==> src/rtl/lcd_ctrl_if.sv <==
// Bundles the LSU LCD register and the HD44780-style bus/status signals.
// The slave side is the controller; the master side is the LSU/bench.
interface lcd_ctrl_if;
    logic [31:0] lcd_reg_i;
    logic        lcd_on_o;
    logic        lcd_en_o;
    logic        lcd_rs_o;
    logic        lcd_rw_o;
    logic [7:0]  lcd_data_o;
    logic        lcd_busy_o;
    logic        init_done_o;
    logic        lcd_ovf_o;

    modport master (
        output lcd_reg_i,
        input  lcd_on_o, lcd_en_o, lcd_rs_o, lcd_rw_o, lcd_data_o,
        input  lcd_busy_o, init_done_o, lcd_ovf_o
    );

    modport slave (
        input  lcd_reg_i,
        output lcd_on_o, lcd_en_o, lcd_rs_o, lcd_rw_o, lcd_data_o,
        output lcd_busy_o, init_done_o, lcd_ovf_o
    );
endinterface

==> src/rtl/lcd_ctrl.sv <==
// HD44780 write-only bus sequencer: power-up wait, 4-command init, then CPU commands.
// States: PWR_WAIT power-up delay | SETUP/EN_HI/HOLD bus phases | EXEC command wait | IDLE
module lcd_ctrl #(
    parameter int unsigned T_PWRUP_CYC = 750000,
    parameter int unsigned T_SETUP_CYC = 2,
    parameter int unsigned T_EN_CYC    = 12,
    parameter int unsigned T_HOLD_CYC  = 2,
    parameter int unsigned T_EXEC_CYC  = 2000,
    parameter int unsigned T_CLR_CYC   = 82000
) (
    input  logic       clk_i,
    input  logic       rst_ni,
    lcd_ctrl_if.slave  bus
);

    typedef enum logic [2:0] {PWR_WAIT, SETUP, EN_HI, HOLD, EXEC, IDLE} state_e;

    state_e      state_q, state_d;
    logic [31:0] cnt_q, cnt_d;
    logic        go_q, go_d;
    logic        on_q, on_d;
    logic        cur_rs_q, cur_rs_d;
    logic [7:0]  cur_data_q, cur_data_d;
    logic        pend_valid_q, pend_valid_d;
    logic        pend_rs_q, pend_rs_d;
    logic [7:0]  pend_data_q, pend_data_d;
    logic [1:0]  idx_q, idx_d;
    logic        init_done_q, init_done_d;
    logic        ovf_q, ovf_d;

    logic        go_pulse;
    logic        launch;
    logic        pop;
    logic        tc;
    logic [31:0] exec_len;
    logic        unused_bits;

    function automatic logic [7:0] init_rom(input logic [1:0] i);
        case (i)
            2'd0:    return 8'h38;
            2'd1:    return 8'h0C;
            2'd2:    return 8'h01;
            default: return 8'h06;
        endcase
    endfunction

    always_comb begin
        go_pulse = bus.lcd_reg_i[10] & ~go_q;
        launch   = (state_q == IDLE) & ~pend_valid_q & go_pulse;
        // clear/home commands need the long execution wait
        exec_len = (!cur_rs_q && (cur_data_q inside {8'h01, 8'h02, 8'h03})) ? T_CLR_CYC : T_EXEC_CYC;

        case (state_q)
            PWR_WAIT: tc = (cnt_q == T_PWRUP_CYC - 1);
            SETUP:    tc = (cnt_q == T_SETUP_CYC - 1);
            EN_HI:    tc = (cnt_q == T_EN_CYC - 1);
            HOLD:     tc = (cnt_q == T_HOLD_CYC - 1);
            EXEC:     tc = (cnt_q == exec_len - 32'd1);
            default:  tc = 1'b0;
        endcase

        state_d      = state_q;
        cnt_d        = cnt_q + 32'd1;
        go_d         = bus.lcd_reg_i[10];
        on_d         = bus.lcd_reg_i[31];
        cur_rs_d     = cur_rs_q;
        cur_data_d   = cur_data_q;
        pend_valid_d = pend_valid_q;
        pend_rs_d    = pend_rs_q;
        pend_data_d  = pend_data_q;
        idx_d        = idx_q;
        init_done_d  = init_done_q;
        ovf_d        = ovf_q;
        pop          = 1'b0;

        case (state_q)
            PWR_WAIT: begin
                if (tc) begin
                    state_d    = SETUP;
                    cnt_d      = '0;
                    idx_d      = 2'd0;
                    cur_rs_d   = 1'b0;
                    cur_data_d = init_rom(2'd0);
                end
            end
            SETUP: if (tc) begin state_d = EN_HI; cnt_d = '0; end
            EN_HI: if (tc) begin state_d = HOLD;  cnt_d = '0; end
            HOLD:  if (tc) begin state_d = EXEC;  cnt_d = '0; end
            EXEC: begin
                if (tc) begin
                    cnt_d = '0;
                    if (!init_done_q && idx_q != 2'd3) begin
                        state_d    = SETUP;
                        idx_d      = idx_q + 2'd1;
                        cur_rs_d   = 1'b0;
                        cur_data_d = init_rom(idx_q + 2'd1);
                    end else begin
                        init_done_d = 1'b1;
                        if (pend_valid_q) begin
                            pop        = 1'b1;
                            state_d    = SETUP;
                            cur_rs_d   = pend_rs_q;
                            cur_data_d = pend_data_q;
                        end else begin
                            state_d = IDLE;
                        end
                    end
                end
            end
            IDLE: begin
                cnt_d = '0;
                // a request captured on the final EXEC cycle is still owed a launch
                if (pend_valid_q) begin
                    pop        = 1'b1;
                    state_d    = SETUP;
                    cur_rs_d   = pend_rs_q;
                    cur_data_d = pend_data_q;
                end else if (go_pulse) begin
                    state_d    = SETUP;
                    cur_rs_d   = bus.lcd_reg_i[9];
                    cur_data_d = bus.lcd_reg_i[7:0];
                end
            end
            default: begin
                state_d = IDLE;
                cnt_d   = '0;
            end
        endcase

        if (go_pulse && !launch) begin
            if (!pend_valid_q || pop) begin
                pend_valid_d = 1'b1;
                pend_rs_d    = bus.lcd_reg_i[9];
                pend_data_d  = bus.lcd_reg_i[7:0];
            end else begin
                ovf_d = 1'b1;
            end
        end else if (pop) begin
            pend_valid_d = 1'b0;
        end
    end

    always_ff @(posedge clk_i) begin
        if (!rst_ni) begin
            state_q      <= PWR_WAIT;
            cnt_q        <= '0;
            go_q         <= 1'b0;
            on_q         <= 1'b0;
            cur_rs_q     <= 1'b0;
            cur_data_q   <= 8'h00;
            pend_valid_q <= 1'b0;
            pend_rs_q    <= 1'b0;
            pend_data_q  <= 8'h00;
            idx_q        <= 2'd0;
            init_done_q  <= 1'b0;
            ovf_q        <= 1'b0;
        end else begin
            state_q      <= state_d;
            cnt_q        <= cnt_d;
            go_q         <= go_d;
            on_q         <= on_d;
            cur_rs_q     <= cur_rs_d;
            cur_data_q   <= cur_data_d;
            pend_valid_q <= pend_valid_d;
            pend_rs_q    <= pend_rs_d;
            pend_data_q  <= pend_data_d;
            idx_q        <= idx_d;
            init_done_q  <= init_done_d;
            ovf_q        <= ovf_d;
        end
    end

    assign bus.lcd_on_o    = on_q;
    assign bus.lcd_en_o    = (state_q == EN_HI);
    assign bus.lcd_rs_o    = cur_rs_q;
    assign bus.lcd_rw_o    = 1'b0;
    assign bus.lcd_data_o  = cur_data_q;
    assign bus.lcd_busy_o  = (state_q != IDLE) | pend_valid_q | launch;
    assign bus.init_done_o = init_done_q;
    assign bus.lcd_ovf_o   = ovf_q;

    assign unused_bits = ^{bus.lcd_reg_i[30:11], bus.lcd_reg_i[8]};

endmodule

==> src/flat_wrapper.sv <==
// flat-port wrapper written by rule: the top's interface ports become plain ports
module lcd_ctrl_flat 
#(
    parameter int unsigned T_PWRUP_CYC = 750000,
    parameter int unsigned T_SETUP_CYC = 2,
    parameter int unsigned T_EN_CYC    = 12,
    parameter int unsigned T_HOLD_CYC  = 2,
    parameter int unsigned T_EXEC_CYC  = 2000,
    parameter int unsigned T_CLR_CYC   = 82000
)
  (clk_i, rst_ni, bus_lcd_reg_i, bus_lcd_on_o, bus_lcd_en_o, bus_lcd_rs_o, bus_lcd_rw_o, bus_lcd_data_o, bus_lcd_busy_o, bus_init_done_o, bus_lcd_ovf_o);
  lcd_ctrl_if bus_i ();
  input  logic clk_i;
  input  logic rst_ni;
  input wire logic [$bits(bus_i.lcd_reg_i)-1:0] bus_lcd_reg_i;
  output wire logic [$bits(bus_i.lcd_on_o)-1:0] bus_lcd_on_o;
  output wire logic [$bits(bus_i.lcd_en_o)-1:0] bus_lcd_en_o;
  output wire logic [$bits(bus_i.lcd_rs_o)-1:0] bus_lcd_rs_o;
  output wire logic [$bits(bus_i.lcd_rw_o)-1:0] bus_lcd_rw_o;
  output wire logic [$bits(bus_i.lcd_data_o)-1:0] bus_lcd_data_o;
  output wire logic [$bits(bus_i.lcd_busy_o)-1:0] bus_lcd_busy_o;
  output wire logic [$bits(bus_i.init_done_o)-1:0] bus_init_done_o;
  output wire logic [$bits(bus_i.lcd_ovf_o)-1:0] bus_lcd_ovf_o;
  assign bus_i.lcd_reg_i = bus_lcd_reg_i;
  assign bus_lcd_on_o = bus_i.lcd_on_o;
  assign bus_lcd_en_o = bus_i.lcd_en_o;
  assign bus_lcd_rs_o = bus_i.lcd_rs_o;
  assign bus_lcd_rw_o = bus_i.lcd_rw_o;
  assign bus_lcd_data_o = bus_i.lcd_data_o;
  assign bus_lcd_busy_o = bus_i.lcd_busy_o;
  assign bus_init_done_o = bus_i.init_done_o;
  assign bus_lcd_ovf_o = bus_i.lcd_ovf_o;
  lcd_ctrl #(.T_PWRUP_CYC(T_PWRUP_CYC), .T_SETUP_CYC(T_SETUP_CYC), .T_EN_CYC(T_EN_CYC), .T_HOLD_CYC(T_HOLD_CYC), .T_EXEC_CYC(T_EXEC_CYC), .T_CLR_CYC(T_CLR_CYC)) u_core (.clk_i(clk_i), .rst_ni(rst_ni), .bus(bus_i));
endmodule
==> config.mk <==
export PLATFORM = sky130hd
export DESIGN_NAME = lcd_ctrl_flat
export DESIGN_NICKNAME = d
export VERILOG_FILES = /design/src/rtl/lcd_ctrl_if.sv /design/src/rtl/lcd_ctrl.sv /design/src/flat_wrapper.sv
export SDC_FILE = /design/constraint.sdc
export NUM_CORES = 1
export LEC_CHECK = 0
export CORE_ASPECT_RATIO = 0.8
export CORE_MARGIN = 2
export CORE_UTILIZATION = 55
export DETAILED_ROUTE_END_ITERATION = 7
export DONT_BUFFER_PORTS = 1
export GPL_TIMING_DRIVEN = 0
export PLACE_DENSITY = 0.78
export SYNTH_ARGS = -nofsm -noshare
export SYNTH_HDL_FRONTEND = slang
export SYNTH_SLANG_ARGS = --single-unit
export TNS_END_PERCENT = 50
==> constraint.sdc <==
create_clock -name clk_i -period 2.99 [get_ports clk_i]
set_clock_uncertainty 0.2 [all_clocks]
set_input_delay 0 -clock clk_i [delete_from_list [all_inputs] [get_ports clk_i]]
set_output_delay 0 -clock clk_i [all_outputs]
set_load 0.01 [all_outputs]
==> flow_summary.toml, run 1 <==
[global_routing]
grt_max_degree = 13
antenna_found_initial = 0
grt_pass1_wl_mm = 13.1
grt_overflow_total = 0
grt_usage_pct = 26.5
grt_pass1_vias = 2746

[floorplanning]
fp-row-count = 24
fp.coreArea_um2 = 5560
pin_count = 49
die_w_um = 89.4
dieArea_um2 = 6470
die_y_um = 72.3
initial_utilization_pct = 57.8

[sta]
fmax_mhz = 332
setup_viol = 3
final_max_slew_viol_count = 0
fin_crit_ps = 3010
rsz0062_at_grt = "true"
setup_ws_ps = -17.8
tightest_slew_ps = 628
post-route-period-util_pct = 101
relSlewSlack_pct = 57.8
hold_viol_final = 0

[layout]
diodes = 0
area_growth_pct = 18.9
drive_gt1_share_pct = 12.9
design_area_um2 = 3820
postLayoutCoreUtil_pct = 68.7
nNetsFinal = 460
instances_no_fill = 504

[yosys]
synth.largest_area_cell = "dfxtp_1"
ys_ff_latch = 60
ys_types = 60
ys.flop_type = "dfxtp_1"
synth.avg_cell_area_um2 = 8.19
yosysSeqAreaShare_pct = 37.4
syn_inst = 392
synthDominantCellAreaShare_pct = 37.4
synth_area_um2 = 3210
synth_edf_count = 0
yosysWarningCount = 0
synthesis.nets = 431
async_flop_share_pct = 0
synth_area_leaders = "dfxtp_1 37%, nand2_1 8.0%, mux2i_1 6.9%"

[critical_path]
critPathKind = "reg -> reg"
slowest_delay_ps = 540
endpoint_kind = "flip-flop"
cp-start-kind = "flip-flop"
cp.arrival_ps = 3070
slowest_stage = "or4_4"
path_cells = "or4_4 > a2111oi_4 > a31oi_1 > or3_4 > or3_4 > o41ai_4 > buf_6 > mux2i_1"
critPathMaxFanout = 5
crit_buf_inv = 1
crit_top_cell = "or3_4"
crit_family = "simple AND/OR/NAND/NOR gates"
cp.required_ps = 3050

[cts]
cts-buffers-inserted = 9
clk_pin_slew_worst_paths_ps = 70
insertion_delay_ps = 330
clock_sinks = 60
cts_buffer_depth = 2
cts_tree = "built"
cts_root_buffer = "clkbuf_8"
htree_levels = 3

[placement]
gp_congestion = 0.843
placed_cell_area_um2 = 3310
dpl.hpwl_mm = 5.49
place_ws_ps = -271
dp_cells = 470
port_buffers = 0

[detailed_routing]
wl_per_cell_um = 16.1
ant_nets = 0
route.vias.total = 2965
drc = 0
drt_first_iter_violations = 282
viasPerCell = 5.88
dr.pass1.iters = 6
wirelength_mm = 8.13

[run]
drv_cap = 0

[power_and_ir_drop]
combPwrFrac_pct = 5.4
power_per_cell_area_nw_per_um2 = 477
p_int_mw = 1.42
p_sw_mw = 0.406
totalPowerFinal_mw = 1.82
p_leak_nw = 1.49
seqPwrFrac_pct = 45.2
swShare_pct = 22.3
p_clk_share_pct = 49.4
irDropWorstVdd_v = 0.000318

[hold_path]
hold_path_class = "in -> reg"

[outcome]
status = "finished with violations"
violations = "setup timing"
==> flip-flops by register name (all words and copies together) (netlist names), 2 cells and up <==
register	flops
u_core.cnt_q	32
u_core.bus.lcd_data_o	8
u_core.pend_data_q	8
u_core.state_q	3
u_core.idx_q	2
==> cells in the mapped netlist, types with 2 or more instances <==
cell      number
buf_2          3
nand3_1       16
and2_1         2
o21a_1         2
buf_6          2
or4_1          3
nand3b_1       2
xor2_1        21
ha_1           5
a221o_1        2
nand4_1        6
a211oi_1       2
a22o_1         3
inv_1          7
nor2_1        52
o211ai_1       2
o41ai_1        2
and4_1         3
mux2i_1       22
or3_4          2
clkbuf_1      15
o21ai_0        7
xnor2_1       10
a21boi_0       2
or3_1          5
nor4_1         7
a21oi_1        6
nand2_1       68
nor4b_1        2
a31oi_1        3
and3_1         3
o21bai_1       2
nor3_1        13
nor2b_1        5
dfxtp_1       60
==> through the flow <==
stage | hold slack, ps | TNS, ps
after global placement | -70.8 | -8690
after floorplan | -78.3 | 0
final | 110 | -21.4
after detailed placement | -73.0 | -10310
after CTS | 95.2 | 0
after global routing | 119 | -671
==> area by class of cell <==
class | count | area, um2
multi-input cells | 302 | 1930
inverters | 8 | 33.8
well taps | 78 | 97.6
plain buffers | 20 | 109
clock buffers | 9 | 124
fillers | 438 | 1740
flip-flops and latches | 60 | 1210
repair buffers | 20 | 189
clock inverters | 7 | 124
==> layout by cell type (no fill, tap or decap), drive strengths merged, types with 8 or more instances in the layout <==
master,synthesis,final
nor2,52,52
buf,7,12
inv,7,8
nand3,16,16
dfxtp,60,60
xnor2,10,10
mux2i,22,22
dlygate4sd3,0,14
nand2,68,68
xor2,21,21
clkbuf,15,23
nor3,13,13
==> routing by layer <==
layer  vias up  share of wire, %  global-route usage [%]
li1       1426                 -                       -
met1      1371                46                    38.9
met2       158                44                    37.6
met3        10               8.8                    7.62
met4         0              0.93                    7.79
met5         -                 0                       0
==> worst paths after layout <==
check | start | end | depth (start not counted) | slack (ps)
setup reg to reg | u_core.cnt_q[13]$_SDFF_PP0_ | u_core.pend_data_q[3]$_SDFFE_PN0P_ | 8 | -20
hold reg to reg | u_core.pend_data_q[0]$_SDFFE_PN0P_ | u_core.pend_data_q[0]$_SDFFE_PN0P_ | 2 | 260
setup / recovery | u_core.cnt_q[13]$_SDFF_PP0_ | u_core.pend_data_q[3]$_SDFFE_PN0P_ | 8 | -20
hold / removal | bus_lcd_reg_i[10] | u_core.bus.lcd_ovf_o$_SDFFE_PN0P_ | 4 | 110
==> power groups by stage <==
stage                     logic [mW]  registers (mW)  clock network [mW]
after global placement        0.0698           0.841                   0
after floorplan               0.0577           0.839                   0
after detailed placement      0.0722           0.842                   0
after CTS                     0.0944           0.823               0.911
after global routing           0.106           0.824               0.953
final                         0.0981           0.824               0.900
==> worst register-to-register path, stage by stage (launching register included) <==
cell and delay [ps]:
dfxtp_2 330, or4_4 540, a2111oi_4 270, a31oi_1 100, or3_4 400, or3_4 370
o41ai_4 340, buf_6 200, mux2i_1 200
==> timing repair <==
action | CTS | global route
resized for setup | 18 | 11
cloned | 1 | 0
hold buffers | 14 | 0
endpoints found under the setup margin | 49 | 42
pin swaps | 5 | 0
buffers inserted | 4 | 1
hold endpoints to repair | 33 | 0
==> kinds of logic after synthesis <==
kind of cell    count (synthesis)  share of synthesized area, %
compound gates                 46                          11.8
flops                          60                          37.4
simple gates                  197                          29.2
mux                            22                          6.86
other cells                     1                         0.117
xor+xnor                       31                          8.46
fa+ha+maj                       5                          1.95
buf+inv                        30                          4.21
Note: power is estimated with default switching activity, not from simulation.
==> inputs of run 2 (changes only) <==
--- a/config.mk
+++ b/config.mk
@@ -13,3 +13,3 @@
 export GPL_TIMING_DRIVEN = 0
-export PLACE_DENSITY = 0.78
+export PLACE_DENSITY = 0.75
 export SYNTH_ARGS = -nofsm -noshare
==> constraint.sdc (replaced) <==
create_clock -name clk_i -period 3.8 [get_ports clk_i]
set_clock_uncertainty 0.2 [all_clocks]
set_input_delay 0 -clock clk_i [delete_from_list [all_inputs] [get_ports clk_i]]
set_output_delay 0 -clock clk_i [all_outputs]
set_load 0.005 [all_outputs]
==> run 2 against run 1 <==
  * The flow now finishes without violations
  * Sequential share of layout area rose by 1.6 points
  * Power down 33%
  * Sequential power fell by 21%
  * Combinational power down 28%
  * Critical path depth grew 1
  * Die area unchanged
  * Wire length shrank 5.6%
  * Global-route usage is 0.47 points lower
  * Via count shrank 2.4%
  * Critical endpoint is now u_core.pend_data_q[0]$_SDFFE_PN0P_
  * Largest cell class unchanged
  * Largest power group is now registers
==> flow_summary.toml, run 2 (synthesis results as in run 1) <==
[sta]
hold_viol_final = 0
fmax_mhz = 304
rsz0062_at_grt = "false"
final_max_slew_viol_count = 0
setup-tns-final_ps = 0
fin_crit_ps = 3290
relSlewSlack_pct = 45.8
post-route-period-util_pct = 86.6
setup_viol = 0
tightest_slew_ps = 806
hold-worst-slack_ps = 89.2

[layout]
layout_common_cells = "68 x nand2_1, 60 x dfxtp_1, 52 x nor2_1"
top_register = "u_core.cnt_q"
diodes = 0
multi_input_area_um2 = 1870
area_growth_pct = 12.6
nNetsFinal = 456
largest_reg_flops = 32
fillers = 496
final_common_cell = "nand2_1"
drive_gt1_share_pct = 7.11
seqCellArea_um2 = 1200

[cts]
insertion_delay_ps = 340
cts_buffer_depth = 2
htree_levels = 3
clock_sinks = 60
cts_root_buffer = "clkbuf_8"
clk_pin_slew_worst_paths_ps = 70
cts-buffers-inserted = 9
post-cts-setup-buffers = 0
cts_tree = "built"

[floorplanning]
pin_count = 49
die_w_um = 89.4
fp.coreArea_um2 = 5560
initial_utilization_pct = 57.8
die_y_um = 72.3
dieArea_um2 = 6470
fp-row-count = 24

[global_routing]
grt_usage_pct = 26.0
antenna_found_initial = 0
grt_max_degree = 12
grt_pass1_wl_mm = 12.9
grt_overflow_total = 0
grt_pass1_vias = 2641

[detailed_routing]
wl_per_cell_um = 15.4
dr.pass1.iters = 5
route.vias.total = 2894
drt_first_iter_violations = 244
viasPerCell = 5.79
drc = 0
wirelength_mm = 7.68
ant_nets = 0

[power_and_ir_drop]
seqPwrFrac_pct = 53.3
combPwrFrac_pct = 5.8
swShare_pct = 25.7
irDropWorstVdd_v = 0.000216
p_leak_nw = 1.40
power_per_cell_area_nw_per_um2 = 336
p_int_mw = 0.903
p_sw_mw = 0.313
p_clk_share_pct = 40.9

[critical_path]
crit_buf_inv = 2
cp.required_ps = 3870
endpoint_kind = "flip-flop"
critPathMaxFanout = 9
slowest_stage = "or3b_1"
cp.arrival_ps = 3360
slowest_delay_ps = 550
crit_family = "simple AND/OR/NAND/NOR gates"
critPathKind = "reg -> reg"
path_cells = "or3b_1 > a2111oi_4 > a31oi_1 > or3_4 > or3_4 > buf_6 > o41ai_4 > buf_6 > mux2i_1"
cp-start-kind = "flip-flop"

[placement]
gp_congestion = 0.891
dpl.hpwl_mm = 5.45
port_buffers = 0

[outcome]
status = "finished, final reports clean"

[run]
drv_cap = 0

[hold_path]
hold_path_class = "in -> reg"
-- run 2: cell types whose count changed in the layout (fill, tap and decap cells not counted), sizes merged --
cell / delta
inv: -1
clkbuf: +1
clkinv: +4
bufinv: -3
buf: -5
-- run 2: per-layer routing --
| layer | up-vias | track usage, % | wire length (um) |
|---|---|---|---|
| li1 | 1410 | - | - |
| met1 | 1364 | 39.3 | 3860 |
| met2 | 112 | 34.6 | 3130 |
| met3 | 8 | 7.96 | 604 |
| met4 | 0 | 9.29 | 85 |
| met5 | - | 0 | 0 |
-- run 2: tightest hold or removal path: cells and delay by family --
| family | cells | cell delay [ps] |
|---|---|---|
| AO/OA/AOI/OAI | 1 | 230 |
| AND/OR/NAND/NOR | 3 | 360 |
-- run 2: power by group through the flow --
stage | Sequential [mW] | Combinational, mW | Clock [mW]
after floorplan | 0.660 | 0.0452 | 0
after global placement | 0.662 | 0.0553 | 0
final | 0.649 | 0.0710 | 0.497
after detailed placement | 0.662 | 0.0562 | 0
after CTS | 0.648 | 0.0693 | 0.509
after global routing | 0.649 | 0.0790 | 0.530
-- run 2: path summary, 6_finish.rpt --
| kind | cells past startpoint | from | endpoint | slack [ps] |
|---|---|---|---|---|
| min | 4 | bus_lcd_reg_i[10] | u_core.bus.lcd_ovf_o$_SDFFE_PN0P_ | 90 |
| max | 9 | u_core.state_q[0]$_SDFFE_PN0P_ | u_core.pend_data_q[0]$_SDFFE_PN0P_ | 510 |
| max reg2reg | 9 | u_core.state_q[0]$_SDFFE_PN0P_ | u_core.pend_data_q[0]$_SDFFE_PN0P_ | 510 |
| min reg2reg | 2 | u_core.pend_data_q[3]$_SDFFE_PN0P_ | u_core.pend_data_q[3]$_SDFFE_PN0P_ | 260 |
-- run 2: through the flow --
step                      instances  setup WS, ps  util [%]  instance area (um2)  power, mW
after CTS                       500           537      65.1                 3620       1.23
after floorplan                 392           798         -                 3210      0.705
after global placement          470           579      59.5                 3310      0.717
after global routing            500           312      65.1                 3620       1.26
after detailed placement        470           545      59.5                 3310      0.719
final                           500           509      65.1                 3620       1.22
-- run 2: what timing repair did --
action                                  in CTS  in global routing
hold endpoints to repair                    25                  0
endpoints found under the setup margin       0                  0
gates resized for setup                      0                  0
hold buffers                                14                  0
-- run 2: area by class of cell --
| cell class | instances | area share (%) |
|---|---|---|
| well taps | 78 | 2.70 |
| clock buffers | 9 | 3.43 |
| clock inverters | 7 | 1.21 |
| inverters | 8 | 0.830 |
| flip-flops and latches | 60 | 33.2 |
| plain buffers | 22 | 2.91 |
| multi-input cells | 302 | 51.8 |
| repair buffers | 14 | 3.88 |
